## src/rtl/branch_prediction_two_level.sv

```systemverilog
// Two-level branch predictor: a per-branch local history table (BHT) selects a
// saturating counter in the pattern history table (PHT). MODE 1 folds the
// global history register (GHR) into the index gshare-style. The PHT index used
// for each prediction is returned so execute can update exactly that counter.
//
// Handshake: valid-only, no ready. predict_valid/renew_valid are each accepted
// on every rising edge at which they are high; predict_out_valid pulses for one
// cycle, one cycle after an accepted request. predict_result/predict_index hold
// their last value while predict_out_valid is low.
module branch_prediction_two_level #(
    parameter int LOW_ADDR_WIDTH       = 8,
    parameter int BRANCH_HISTORY_WIDTH = 4,
    parameter int COUNTER_WIDTH        = 2,
    parameter int MODE                 = 0,
    parameter int STAT_WIDTH           = 32
) (
    input  logic                            clk,
    input  logic                            rst_n,
    input  logic                            predict_valid,
    input  logic [LOW_ADDR_WIDTH-1:0]       predict_addr,
    output logic                            predict_out_valid,
    output logic                            predict_result,
    output logic [BRANCH_HISTORY_WIDTH-1:0] predict_index,
    input  logic                            renew_valid,
    input  logic [LOW_ADDR_WIDTH-1:0]       renew_addr,
    input  logic [BRANCH_HISTORY_WIDTH-1:0] renew_index,
    input  logic                            renew_last_predict,
    input  logic                            renew_result,
    output logic [STAT_WIDTH-1:0]           stat_branch_cnt,
    output logic [STAT_WIDTH-1:0]           stat_miss_cnt
);

    localparam int HW        = BRANCH_HISTORY_WIDTH;
    localparam int CW        = COUNTER_WIDTH;
    localparam int BHT_DEPTH = 1 << LOW_ADDR_WIDTH;
    localparam int PHT_DEPTH = 1 << HW;
    // Weak not-taken: MSB clear, all lower bits set (0 when CW == 1).
    localparam logic [CW-1:0] PHT_INIT = CW'((1 << (CW - 1)) - 1);
    localparam logic [CW-1:0] PHT_MAX  = '1;
    localparam logic [STAT_WIDTH-1:0] STAT_MAX = '1;

    logic [HW-1:0] bht_q [BHT_DEPTH];
    logic [CW-1:0] pht_q [PHT_DEPTH];
    logic [HW-1:0] ghr_q;

    logic [HW-1:0] pred_idx;
    logic [HW-1:0] bht_next;
    logic [HW-1:0] ghr_next;
    logic [CW-1:0] cnt_cur;
    logic [CW-1:0] cnt_next;

    // Prediction index from pre-update state; there is deliberately no bypass
    // from a same-cycle renew.
    always_comb begin
        pred_idx = bht_q[predict_addr];
        if (MODE != 0) begin
            pred_idx = bht_q[predict_addr] ^ ghr_q;
        end
    end

    // Next history values: shift left, outcome enters at bit 0. Written as a
    // shift plus bit set so that a one-bit history simply becomes the outcome.
    always_comb begin
        bht_next    = bht_q[renew_addr] << 1;
        bht_next[0] = renew_result;
        ghr_next    = ghr_q << 1;
        ghr_next[0] = renew_result;
    end

    // Saturating counter step driven only by the actual outcome.
    always_comb begin
        cnt_cur  = pht_q[renew_index];
        cnt_next = cnt_cur;
        if (renew_result) begin
            if (cnt_cur != PHT_MAX) begin
                cnt_next = cnt_cur + CW'(1);
            end
        end else begin
            if (cnt_cur != '0) begin
                cnt_next = cnt_cur - CW'(1);
            end
        end
    end

    // Registered prediction outputs; reset drops any request in flight.
    always_ff @(posedge clk) begin
        if (!rst_n) begin
            predict_out_valid <= 1'b0;
            predict_result    <= 1'b0;
            predict_index     <= '0;
        end else begin
            predict_out_valid <= predict_valid;
            if (predict_valid) begin
                predict_index  <= pred_idx;
                predict_result <= pht_q[pred_idx][CW-1];
            end
        end
    end

    // Local and global history update on resolve.
    always_ff @(posedge clk) begin
        if (!rst_n) begin
            for (int i = 0; i < BHT_DEPTH; i++) begin
                bht_q[i] <= '0;
            end
            ghr_q <= '0;
        end else if (renew_valid) begin
            bht_q[renew_addr] <= bht_next;
            ghr_q             <= ghr_next;
        end
    end

    // Pattern table update at the index the core carried down the pipe.
    always_ff @(posedge clk) begin
        if (!rst_n) begin
            for (int i = 0; i < PHT_DEPTH; i++) begin
                pht_q[i] <= PHT_INIT;
            end
        end else if (renew_valid) begin
            pht_q[renew_index] <= cnt_next;
        end
    end

    // Saturating branch and mispredict statistics.
    always_ff @(posedge clk) begin
        if (!rst_n) begin
            stat_branch_cnt <= '0;
            stat_miss_cnt   <= '0;
        end else if (renew_valid) begin
            if (stat_branch_cnt != STAT_MAX) begin
                stat_branch_cnt <= stat_branch_cnt + STAT_WIDTH'(1);
            end
            if ((renew_last_predict != renew_result) && (stat_miss_cnt != STAT_MAX)) begin
                stat_miss_cnt <= stat_miss_cnt + STAT_WIDTH'(1);
            end
        end
    end

endmodule

```

## config.mk

```make
export PLATFORM = sky130hd
export DESIGN_NAME = branch_prediction_two_level
export DESIGN_NICKNAME = d
export VERILOG_FILES = /design/src/rtl/branch_prediction_two_level.sv
export SDC_FILE = /design/constraint.sdc
export NUM_CORES = 2
export LEC_CHECK = 0
export CORE_MARGIN = 2
export CORE_UTILIZATION = 40
export CTS_CLUSTER_SIZE = 30
export DETAILED_ROUTE_END_ITERATION = 6
export PLACE_DENSITY = 0.55
export SYNTH_ARGS = -nofsm -noshare
export SYNTH_HDL_FRONTEND = slang
export SYNTH_SLANG_ARGS = --single-unit
```

## constraint.sdc

```tcl
create_clock -name clk -period 5.3 [get_ports clk]
set_input_delay 0.795 -clock clk [delete_from_list [all_inputs] [get_ports clk]]
set_output_delay 0.795 -clock clk [all_outputs]
set_load 0.02 [all_outputs]
```

# Word level (Yosys, flattened, before mapping)
# Memories as Yosys holds them, arrays and structs flattened. A register that Yosys moved wholly into a read port is not among the register bits.
# Index checks and enable logic that the tools add are counted.
# classes
eq_ne	4
n_reduce_logical	7
muxes	13
n_addsub	4
# op_table
operator	count
adder 32 x 1 -> 32 bit (second input constant)	2
!= test 32 bit (second input constant)	2
two-way mux 2 bit	4
two-way mux 4 bit	2
two-way mux 8 bit	1
two-way mux 1 bit	6
AND reduction 2 bit	2
OR reduction 4 bit	1
adder 2 x 1 -> 2 bit (second input constant)	1
!= test 2 bit (second input constant)	1
nonzero test 2 bit	1
OR reduction 2 bit	1
subtractor 2 x 1 -> 2 bit (second input constant)	1
logical AND 1 bit	1
logical NOT 1 bit	1
!= test 1 bit	1
# word_totals
mem_count	2
elab_cells	34
inputBits	26
output_inout_bits	70
regBits	69
ram_bits	1056
# mem_list
name	depth	width	rd	rd_clocked_by_memory_dff	wr	line	source
bht_q	256	4	2	0	256	42	logic [HW-1:0] bht_q [BHT_DEPTH];
pht_q	16	2	2	1	16	43	logic [CW-1:0] pht_q [PHT_DEPTH];

# Depth between registers and ports, before layout
# logic_depth
ltp_word	5
mapped_depth	16
mapped_depth_nobuf	10

# Worst setup path before layout
# Ideal clock, no wire load.
# synth_timing
kind	input port to flip-flop
from	input port renew_addr[0]
to	memory bht_q[202][1] in the netlist's numbering, data pin
setup_ns	0.257
t_arrival_ns	3.902
n_path_buf	5
cell_stages	12
required_time_ns	5.043
slack_ns	1.142
path_cell_list	clkbuf_1 > clkbuf_1 > buf_1 > mux4_2 > mux4_2 > mux4_2 > mux2i_1 > nand2_1 > o21ai_1 > buf_2 > buf_2 > nor2_1
# synth_rtl
item	line	source
start, declared	25	input logic [LOW_ADDR_WIDTH-1:0] renew_addr,
end, declared	42	

# Worst setup path after layout
# layout_timing
from	input port predict_addr[1]
to	register predict_result (read register of pht_q)
# layout_via
elab_chain_cells	1
# layout_lines
item	line	source
start, declared	20	input logic [LOW_ADDR_WIDTH-1:0] predict_addr,
memory read (256 x 4 bit)	--	
end, declared	22	output logic predict_result,
# Every way passes these cells.
# A chain may end at the register's enable or synchronous reset.

==> metrics.md <==
| Metric | Value |
|---|---|
| P per Cell Area | `around 330 nW/µm²` |
| Post-route minimum period | `4110 ps` |
| Vias in the first global route | `roughly 37000` |
| Synthesis-to-finish area growth | `13.5%` |
| CTS Hold Buffers Added | `0` |
| CTS buffer count | `132` |
| Total grt overflow | `0` |
| NumNets Final | `4365` |
| Number of vias per cell | `5.99` |
| Yosys warns | `0` |
| Mapped Area | `~57000 µm²` |
| Commonest non-fill, non-tap cell in the layout | `nor2_1` |
| Syn avg cell area | `between 10 and 15 µm²` |
| I/O pin count | `96` |
| Ys flop type | `edfxtp_1` |
| R2R Setup Slk | `~1700 ps` |
| Leak | `22.7 nW` |
| Register area | `33100 µm²` |
| WP data arrival | `4770 ps` |
| GPL Wtd Cong | `0.883` |
| Clock Tree Root | `clkbuf_16` |
| Max Clock Skew | `roughly 36 ps` |
| Max Freq | `0.243 GHz` |
| EDFF count, synth | `1056` |
| Share of cells above drive strength 1 | `20.6%` |
| DRT Pass-1 Iters | `5` |
| FF-to-FF path depth | `12` |
| Global-route wire length before repair | `264000 µm` |
| Filler cells | `12733` |
| Sequential fraction of the synthesis area | `58.0%` |
| Starting Density | `40.3%` |
| Fin crit share | `77.6%` |
| Final hold vios | `0` |
| Max VDD drop | `0.301 mV` |
| HP Class | `register to register` |
| CTS tree | `done` |
| Asr flop ratio synth | `0%` |
| Global-route usage over all layers | `about a quarter` |
| Die width | `between 300 and 400 µm` |
| Post-cts sizing count | `0` |
| Hold depth | `1` |
| Crit end category | `register` |
| CP required | `between 5000 and 6000 ps` |
| Worst-Skew Late Latency | `780 ps` |
| Per-cell routed wire length | `28.6 µm` |
| Worst-path clk slew | `50 ps` |
| TNS Setup | `0 ps` |
| HPWL Detailed | `123000 µm` |
| Slew @ Worst Pin | `1310 ps` |
| Routed WL | `roughly 180000 µm` |
| CTS sink count | `around 1100` |
| Largest net degree at the start of global routing | `94` |
| Crit-path max FO | `59` |
| Die Ht | `382 µm` |
| # port buffers | `95` |
| Max_cap viols | `0` |
| CP Launch Type | `primary input` |
| DR vias | `37841` |
| Core Area | `142000 µm²` |
| Critical setup path kind | `primary input to register` |
| DRC viols | `0` |
| Max-slew violation count | `0` |
| Final ANT Viol Nets | `0` |
| Antenna violations before repair | `9` |
| Pwr Total | `21.4 mW` |
| Syn Nets | `4298` |
| Slew margin rel. | `12.5%` |
| Most frequent cells in the layout | `1086 x nor2_1, 1056 x edfxtp_1, 624 x nand2_1, 505 x mux4_2, 148 x buf_4` |
| RSZ-0062 raised after global routing | `false` |
| Antenna Cells | `0` |
| Post-synthesis register bit count | `about 1100` |
| Status | `complete, no violations` |
| Hold Path Origin | `predict_index[0]` |
| Post-Synthesis Cells | `about 4300` |
| First DRT Iteration DRCs | `4868` |
| H-Tree Depth | `4` |
| Reg2reg end | `predict_result` |
| Setup Buffers After CTS | `0` |
| Multi-input gate area | `22400 µm²` |
| Die ar. | `146000 µm²` |
| CTS Buffer Depth | `3` |
| Setup-failing EPs final | `0` |
| Worst reg2reg path startpoint | `bht_q[211][1]` |
| Synth unique cells | `slightly above 70` |
| Rows | `138` |
| Hold Path Sink | `predict_index[0]` |
kinds of logic (layout without fill, tap and decap cells):
kind of cell | count (synthesis) | after routing | share of synthesized area, %
fa+ha+maj | 4 | 4 | 0.0789
xor+xnor | 53 | 53 | 0.813
flops | 1126 | 1126 | 58.0
simple gates | 1968 | 1968 | 14.0
mux | 608 | 608 | 22.3
buf+inv | 364 | 526 | 3.00
compound gates | 147 | 147 | 1.86
worst max-delay path, stage by stage:
cell and delay (ps):
buf_8 520, buf_4 460, mux4_2 540, mux2i_1 280
o21ai_0 190, o311ai_0 790, nor4_1 90, buf_4 200
nor2_2 230, mux4_2 350, o22ai_1 200, nor3_1 70
layout make-up:
type / count / area share [%]
Clock buffer: 176 / 5.38
Clock inverter: 53 / 0.697
Inverter: 15 / 0.0985
Multi-Input combinational cell: 2780 / 34.6
Sequential cell: 1126 / 51.1
Tap cell: 1890 / 3.65
Timing Repair Buffer: 282 / 4.44
per-layer routing:
layer  wire length [µm]  vias up  global-route usage (%)
li1                   -    16072                       -
met1              74500    19674                    35.5
met2              84300     1830                    38.6
met3              16500      263                    4.58
met4               5760        2                    8.11
met5                  7        -                       0
Yosys cell counts (6+ instances only):
cell,count,area share (%)
mux4_2,505,20
clkbuf_1,172,1.1
nand2_1,624,4.1
nor3_1,32,0.28
nor4_1,13,0.14
a22o_1,8,0.12
nand3_1,50,0.44
mux4_1,19,0.87
and2_1,54,0.59
buf_4,6,0.079
buf_2,128,1.1
nor2b_1,26,0.28
a22oi_1,40,0.53
xor2_1,15,0.23
or3_1,13,0.14
edfxtp_1,1056,56
nor2_1,1087,7.1
dfxtp_1,70,2.5
a21boi_0,8,0.11
mux2_2,9,0.18
nand4_1,17,0.19
and4_1,12,0.18
xnor2_1,38,0.58
mux2i_1,75,1.3
buf_6,16,0.32
a221oi_1,6,0.092
and3_1,9,0.099
a21oi_1,17,0.15
o21ai_0,19,0.17
inv_1,14,0.092
nand2b_1,18,0.20
buf_1,24,0.16
power breakdown:
| group | switching, mW | leakage (nW) | internal, mW | total (mW) |
|---|---|---|---|---|
| clock | 3.67 | 1.91 | 4.94 | 8.61 |
| combinational | 1.61 | 9.51 | 0.958 | 2.57 |
| sequential | 0.180 | 11.3 | 10.0 | 10.2 |
stage by stage:
step | hold slack, ps | utilization (%) | std cells | instance area (µm²) | setup WS (ps)
floorplan | 553 | - | 4270 | 57100 | 1140
global placement | 463 | 43.0 | 6093 | 60900 | 429
detailed placement | 468 | 43.0 | 6093 | 60900 | 423
CTS | 480 | 45.8 | 6322 | 64800 | 1260
global route | 521 | 45.8 | 6322 | 64800 | 1160
finish | 477 | 45.8 | 6322 | 64800 | 1190
worst max path at each step:
stage | startpoint | endpoint | slack, ps
floorplan | renew_addr[0] | bht_q[202][1] | 1140
global placement | predict_addr[0] | predict_result | 430
detailed placement | predict_addr[0] | predict_result | 420
CTS | predict_addr[0] | predict_result | 1260
global route | predict_addr[1] | predict_result | 1160
finish | predict_addr[1] | predict_result | 1190
state kept, by name, summed over array words and instances, names as in the netlist:
register / cells
bht_q: 1024
pht_q: 32
predict_index: 4
predict_out_valid: 1
predict_result: 1
stat_branch_cnt: 32
stat_miss_cnt: 32
Power figures use the tool's default switching activity.
